File: config.mk
export PLATFORM = sky130hd
export DESIGN_NAME = pipe_ctrl_unit
export DESIGN_NICKNAME = d
export VERILOG_FILES = /design/src/rtl/pipe_ctrl_unit.sv
export SDC_FILE = /design/constraint.sdc
export NUM_CORES = 1
export LEC_CHECK = 0
export CORE_AREA = 5 5 75 77
export CTS_BUF_LIST = sky130_fd_sc_hd__clkbuf_8
export DETAILED_ROUTE_END_ITERATION = 8
export DIE_AREA = 0 0 80 82
export PLACE_DENSITY = 0.95
export SKIP_CTS_REPAIR_TIMING = 1
export SLEW_MARGIN = 40
export SYNTH_ARGS = -nofsm -noshare
export SYNTH_HDL_FRONTEND = slang
export SYNTH_SLANG_ARGS = --single-unit
File: constraint.sdc
create_clock -name clk -period 2.99 [get_ports clk]
set_clock_uncertainty 0.1 [all_clocks]
set_input_delay 0.598 -clock clk [delete_from_list [all_inputs] [get_ports clk]]
set_output_delay 0.598 -clock clk [all_outputs]
set_load 0.01 [all_outputs]
File: src/rtl/pipe_ctrl_unit.sv
// +--------------------------------------------------------------------------+
// | pipe_ctrl_unit: pipelined MIPS control decode, load-use/branch hazards    |
// | Rev 1.0                                                                   |
// +--------------------------------------------------------------------------+
`default_nettype none

module pipe_ctrl_unit #(
  parameter int REG_W     = 5,
  parameter int ALUOP_W   = 3,
  parameter int HAZARD_EN = 1,
  parameter int CNT_W     = 16
) (
  input  logic               clk,
  input  logic               rst_n,
  input  logic [5:0]         opc_id,
  input  logic [REG_W-1:0]   rs_id,
  input  logic [REG_W-1:0]   rt_id,
  input  logic               zero_mem,
  output logic [ALUOP_W+1:0] ex_ctrl,
  output logic [2:0]         m_ctrl,
  output logic [1:0]         wb_ctrl,
  output logic               pc_write,
  output logic               ifid_write,
  output logic               if_flush,
  output logic               illegal_ex,
  output logic [CNT_W-1:0]   perf_stalls,
  output logic [CNT_W-1:0]   perf_flushes
);

  localparam logic [5:0] OP_R    = 6'b000000;
  localparam logic [5:0] OP_LW   = 6'b100011;
  localparam logic [5:0] OP_SW   = 6'b101011;
  localparam logic [5:0] OP_BEQ  = 6'b000100;
  localparam logic [5:0] OP_ADDI = 6'b001000;
  localparam logic [5:0] OP_SLTI = 6'b001010;
  localparam logic [5:0] OP_ANDI = 6'b001100;
  localparam logic [5:0] OP_ORI  = 6'b001101;

  logic               alu_src, reg_dst, mem_write, mem_read, branch, mem_to_reg, reg_write;
  logic [ALUOP_W-1:0] alu_op;
  logic               dec_ill;

  logic [ALUOP_W+1:0] idex_ex_q, idex_ex_d;
  logic [2:0]         idex_m_q, idex_m_d, exmem_m_q, exmem_m_d;
  logic [1:0]         idex_wb_q, idex_wb_d, exmem_wb_q, exmem_wb_d, memwb_wb_q, memwb_wb_d;
  logic [REG_W-1:0]   idex_rt_q, idex_rt_d;
  logic               illegal_q, illegal_d;
  logic [CNT_W-1:0]   stalls_q, stalls_d, flushes_q, flushes_d;
  logic               taken, hazard, stall;

  always_comb begin
    alu_src    = 1'b0;
    reg_dst    = 1'b0;
    mem_write  = 1'b0;
    mem_read   = 1'b0;
    branch     = 1'b0;
    mem_to_reg = 1'b0;
    reg_write  = 1'b0;
    alu_op     = '0;
    dec_ill    = 1'b0;
    case (opc_id)
      OP_R:    begin reg_dst = 1'b1; alu_op = ALUOP_W'(3'b010); mem_to_reg = 1'b1; reg_write = 1'b1; end
      OP_LW:   begin alu_src = 1'b1; mem_read = 1'b1; reg_write = 1'b1; end
      OP_SW:   begin alu_src = 1'b1; mem_write = 1'b1; end
      OP_BEQ:  begin alu_op = ALUOP_W'(3'b001); branch = 1'b1; end
      OP_ADDI: begin alu_src = 1'b1; mem_to_reg = 1'b1; reg_write = 1'b1; end
      OP_SLTI: begin alu_op = ALUOP_W'(3'b100); alu_src = 1'b1; mem_to_reg = 1'b1; reg_write = 1'b1; end
      OP_ANDI: begin alu_op = ALUOP_W'(3'b101); alu_src = 1'b1; mem_to_reg = 1'b1; reg_write = 1'b1; end
      OP_ORI:  begin alu_op = ALUOP_W'(3'b111); alu_src = 1'b1; mem_to_reg = 1'b1; reg_write = 1'b1; end
      default: dec_ill = 1'b1;
    endcase
  end

  // A taken branch squashes the load-use stall: the dependent instruction is wrong-path anyway.
  assign taken  = exmem_m_q[0] & zero_mem;
  assign hazard = (HAZARD_EN != 0) & idex_m_q[1] & (idex_rt_q != '0) &
                  ((idex_rt_q == rs_id) | (idex_rt_q == rt_id));
  assign stall  = hazard & ~taken;

  always_comb begin
    idex_ex_d  = {alu_src, alu_op, reg_dst};
    idex_m_d   = {mem_write, mem_read, branch};
    idex_wb_d  = {mem_to_reg, reg_write};
    idex_rt_d  = rt_id;
    illegal_d  = dec_ill;
    exmem_m_d  = idex_m_q;
    exmem_wb_d = idex_wb_q;
    memwb_wb_d = exmem_wb_q;
    stalls_d   = stalls_q;
    flushes_d  = flushes_q;
    if (taken || stall) begin
      idex_ex_d = '0;
      idex_m_d  = '0;
      idex_wb_d = '0;
      idex_rt_d = '0;
      illegal_d = 1'b0;
    end
    if (taken) begin
      exmem_m_d  = '0;
      exmem_wb_d = '0;
    end
    if (stall && (stalls_q != '1))
      stalls_d = stalls_q + 1'b1;
    if (taken && (flushes_q != '1))
      flushes_d = flushes_q + 1'b1;
  end

  always_ff @(posedge clk) begin
    if (!rst_n) begin
      idex_ex_q  <= '0;
      idex_m_q   <= '0;
      idex_wb_q  <= '0;
      idex_rt_q  <= '0;
      illegal_q  <= 1'b0;
      exmem_m_q  <= '0;
      exmem_wb_q <= '0;
      memwb_wb_q <= '0;
      stalls_q   <= '0;
      flushes_q  <= '0;
    end else begin
      idex_ex_q  <= idex_ex_d;
      idex_m_q   <= idex_m_d;
      idex_wb_q  <= idex_wb_d;
      idex_rt_q  <= idex_rt_d;
      illegal_q  <= illegal_d;
      exmem_m_q  <= exmem_m_d;
      exmem_wb_q <= exmem_wb_d;
      memwb_wb_q <= memwb_wb_d;
      stalls_q   <= stalls_d;
      flushes_q  <= flushes_d;
    end
  end

  assign ex_ctrl      = idex_ex_q;
  assign m_ctrl       = exmem_m_q;
  assign wb_ctrl      = memwb_wb_q;
  assign illegal_ex   = illegal_q;
  assign pc_write     = ~stall;
  assign ifid_write   = ~stall;
  assign if_flush     = taken;
  assign perf_stalls  = stalls_q;
  assign perf_flushes = flushes_q;

endmodule

`default_nettype wire

=== After elaboration in Yosys (flattened, before gate mapping) ===
Cells that the tools add are included.

* $add $sub $neg: 2
* Eq/ne operators: 11
* Muxes and demuxes: 9
* Bitwise logic cells: 8
* Reduce and logical (&&, ||, !) cells: 11

{| class="wikitable"
|+ Operators by type and width
! kind !! count
|-
| 16-bit by 1-bit adder with 16-bit output (second input constant) || 2
|-
| 16-bit != test (second input constant) || 2
|-
| 6-bit by 4-bit equality test with 1-bit output (second input constant) || 4
|-
| 3-bit one-hot mux with 5 select lines || 1
|-
| 6-bit equality test (second input constant) || 2
|-
| 6-bit OR reduction || 2
|-
| 5-bit equality test || 2
|-
| 1-bit two-way mux || 8
|-
| 8-bit OR reduction || 1
|-
| 6-bit by 3-bit equality test with 1-bit output (second input constant) || 1
|-
| 6-bit logical NOT || 1
|-
| 5-bit nonzero test || 1
|-
| 5-bit OR reduction || 1
|-
| 1-bit bitwise AND || 4
|-
| 2-bit OR reduction || 2
|-
| 1-bit NOT || 3
|-
| 1-bit logical AND || 2
|-
| 1-bit logical OR || 1
|-
| 1-bit OR || 1
|}

* Bits in registers: 55
* Output and inout port bits: 46
* Logic and storage cells: 51

=== Longest topological paths before layout ===
Gate-level depths: netlist of run 1.

* Depth after elaboration: 6
* Depth in mapped cells: 7

=== Worst setup path after synthesis of run 1 ===
No wires, ideal clock.

* Kind: input -> output
* Start point: input zero_mem
* End point: output pc_write
* Arrival time: 1.560 ns
* Data required time: 2.292 ns
* Slack: 0.732 ns
* Stages: 5
* Path buffers: 3
* Path through: nand2_1 > clkbuf_1 > clkbuf_1 > nand3_1 > buf_4

* Word-level cells in the longest chain between the ends: 4

{| class="wikitable"
|+ Ends and longest elaborated chain
! what !! line !! source
|-
| start, declared || 18 || <nowiki>input logic zero_mem,</nowiki>
|-
| 1-bit bitwise AND || 75 || <nowiki>assign taken = exmem_m_q[0] & zero_mem;</nowiki>
|-
| 1-bit NOT || 78 || <nowiki>assign stall = hazard & ~taken;</nowiki>
|-
| 1-bit bitwise AND || 78 ||
|-
| 1-bit NOT || n/a ||
|-
| end, declared || 22 || <nowiki>output logic pc_write,</nowiki>
|}

No other way between the ends.

=== Worst setup path in the final report of run 1 ===
* Start point: input rt_id[3]
* End point: output ifid_write

* Word-level cells in the longest chain between the ends: 5

{| class="wikitable"
|+ Ends and longest elaborated chain
! what !! line !! source
|-
| start, declared || 17 || <nowiki>input logic [REG_W-1:0] rt_id,</nowiki>
|-
| 5-bit equality test || 77 || <nowiki>((idex_rt_q == rs_id) | (idex_rt_q == rt_id));</nowiki>
|-
| 1-bit OR || 77 ||
|-
| 1-bit bitwise AND || 76 || <nowiki>assign hazard = (HAZARD_EN != 0) & idex_m_q[1] & (idex_rt_q != '0) &</nowiki>
|-
| 1-bit bitwise AND || 78 ||
|-
| 1-bit NOT || 139 || <nowiki>assign ifid_write = ~stall;</nowiki>
|-
| end, declared || 23 || <nowiki>output logic ifid_write,</nowiki>
|}

No other way between the ends.

==> qor.csv, run 1 <==
metric;value;unit
Seq/Total Area, Yosys;0.426;
remaining global-route overflow;0;
count of pins over their slew limit;0;
die height;82;µm
met3 WL;485;µm
die footprint;6560;µm²
Die W;80;µm
DPL Wire Length;4530;µm
most frequent cells in the layout;clkdlybuf4s50_1 (62), dfxtp_1 (55), nand2_1 (32), nor2_1 (29), xor2_1 (15);
Root Buffer;clkbuf_8;
period utilization;0.866;
Slew Limit Headroom;0.548;
Max Clk Rate;386;MHz
Synth warnings;0;
ANT cells;0;
GRT Util Overall;0.204;
Static Leak;1.15;nW
Port Buf Inserts;64;
layout cell share with drive strength beyond 1;0.0463;
Period minus WS final;2.59;ns
crit path kind;in -> out;
H-tree depth;2;
hold worst-path end;wb_ctrl[1]$_SDFF_PN0_;
largest net degree at the start of global routing;22;
CTS tree;done;
Starting Density;0.522;
status;complete, no violations;
actual slew at the worst max-slew pin;0.676;ns
PD cells;379;nW/µm²
CP Launch Point;rt_id[3];
per-cell routed wire length;14.1;µm
R2R Setup Slk;0.79;ns
Synth Register Bits;55;
Netlist cell types;44;
Arr. time, crit path;1.89;ns
reg2reg path depth;6;
clk slew on worst S/H paths;0.10;ns
Max-cap violations;0;
row count;26;
final net count;387;
number of flops mapped to enable cells by yosys;0;
Clock Path Buffers;2;
unrepaired setup endpoints after global routing;false;
vias in the first global route;2373;
worst vdd ir;0.366;mV
Synth Instances;307;
WP data required;2.29;ns
core region area;4940;µm²
CP max FO;2;
Post-Syn Area per Cell;8.41;µm²
commonest non-fill, non-tap cell in the layout;clkdlybuf4s50_1;
CP Launch Type;input port;
R2R Path Start;perf_flushes[0]$_SDFFE_PN0P_;
DRT met1 WL;2420;µm
final RePlAce weighted congestion;0.887;
final total negative setup slack;0;ns
Routed WL;6170;µm
via-per-instance ratio;5.68;
Max Used Layer;met4;
r2r endpoint;perf_flushes[0]$_SDFFE_PN0P_;
Pre-antenna DRT Iters;4;
initial antenna violation count;0;
io pins;65;
via count;2482;
clk_lat worst skew;0.32;ns
CTS Buf Count;5;
Routed Antenna Nets;0;
DRC viols;0;
synthesized cell area;2580;µm²
met2 routed WL;3130;µm
DRT iter0 DRCs;303;
Post-DP Area;3280;µm²
final hold vios;0;
Hold Path Class;reg -> reg;
syn nets;328;
top_reg_cell synth;dfxtp_1;
final setup violation count;0;
clk sinks;55;
design area;3370;µm²
global-route wire length before repair;10700;µm
Post-synth ARST share;0;
Area Overhead vs Synth;30.7;%
hold depth;1;
CP Capture Type;output pin;
HP Start;exmem_wb_q[1]$_SDFF_PP0_;
## layout make-up
| cell class | count | area [µm²] |
|---|---|---|
| multi-input combinational | 225 | 1370 |
| sequential | 55 | 1100 |
| tap | 70 | 87.6 |
| clock inverter | 3 | 25.0 |
| timing repair buffer | 69 | 683 |
| fill | 411 | 1570 |
| inverter | 10 | 37.5 |
| clock buffer | 5 | 68.8 |
## cell usage after synthesis (2+ instances only)
master,number,area (µm²)
clkbuf_1,12,45.0
nand2_1,32,120
nor2b_1,2,12.5
o31ai_1,3,22.5
nand2b_1,9,56.3
a21oi_1,11,55.1
and3_1,9,56.3
nor3_1,11,55.1
xor2_1,15,131
nor2_1,29,109
nand4_1,13,81.3
dfxtp_1,55,1100
inv_1,9,33.8
o22ai_1,2,12.5
nor4_1,11,68.8
a211oi_1,2,15.0
mux2i_1,9,90.1
ha_1,2,25.0
or3_1,3,18.8
o21ai_0,9,45.0
xnor2_1,10,87.6
nand3_1,14,70.1
buf_2,4,20.0
and2_1,3,18.8
nor4b_1,2,17.5
and4_1,3,26.3
o21a_1,2,15.0
or4_1,5,37.5
## how the worst max path moves through the flow
stage	end	slack, ns	depth (start not counted)
2_1_floorplan	pc_write	0.73	5
3_3_place_gp	ifid_write	0.15	6
3_5_place_dp	ifid_write	0.09	6
4_1_cts	ifid_write	0.08	6
5_1_grt	pc_write	0.28	6
6_report	ifid_write	0.40	6
## sequential cells by signal (all words and copies together), names as in the netlist
register / flops
ex_ctrl: 5
exmem_wb_q: 2
idex_m_q: 3
idex_rt_q: 5
idex_wb_q: 2
illegal_ex: 1
m_ctrl: 3
perf_flushes: 16
perf_stalls: 16
wb_ctrl: 2
## per-stage QoR
stage | power (mW) | worst slack, ns | std cells | hold WS (ns) | util
floorplan | 0.823 | 0.732 | 307 | 0.312 | -
global placement | 0.864 | 0.147 | 429 | 0.320 | 0.662
detailed placement | 0.869 | 0.0853 | 429 | 0.327 | 0.662
CTS | 1.29 | 0.0759 | 437 | 0.352 | 0.681
global route | 1.34 | 0.282 | 437 | 0.362 | 0.682
finish | 1.28 | 0.402 | 437 | 0.347 | 0.682
## routing by layer
metal,track usage,up-vias
li1,-,1204
met1,0.237,1174
met2,0.353,91
met3,0.0504,13
met4,0.0963,0
met5,0,-
## cells by family after synthesis
kind of cell	synth area share
multiplexers	0.0349
flip-flops	0.426
AND/OR/NAND/NOR	0.296
AO/OA/AOI/OAI	0.106
XOR/XNOR	0.0848
buffers and inverters	0.0426
adder cells (fa/ha/maj)	0.00969
## critical path, stage by stage
cell             delay, ns
clkdlybuf4s50_1       0.51
xnor2_1               0.14
nand3_1               0.12
o22ai_1               0.22
nand3_1               0.12
dlymetal6s2s_1        0.18
## where the power goes
part	internal, mW	switching, mW	total, mW
sequential	0.739	0.00563	0.745
combinational	0.0516	0.0566	0.108
clock	0.168	0.258	0.426
total	0.959	0.320	1.28
Note: power is estimated with default switching activity, not from simulation.
==> run 2: changes to the inputs <==
--- a/config.mk
+++ b/config.mk
@@ -11,7 +11,6 @@
 export DIE_AREA = 0 0 80 82
 export PLACE_DENSITY = 0.95
 export SKIP_CTS_REPAIR_TIMING = 1
-export SLEW_MARGIN = 40
 export SYNTH_ARGS = -nofsm -noshare
 export SYNTH_HDL_FRONTEND = slang
 export SYNTH_SLANG_ARGS = --single-unit
==> results of run 2 <==
Final layout, timing and power as in run 1 (identical DEF).
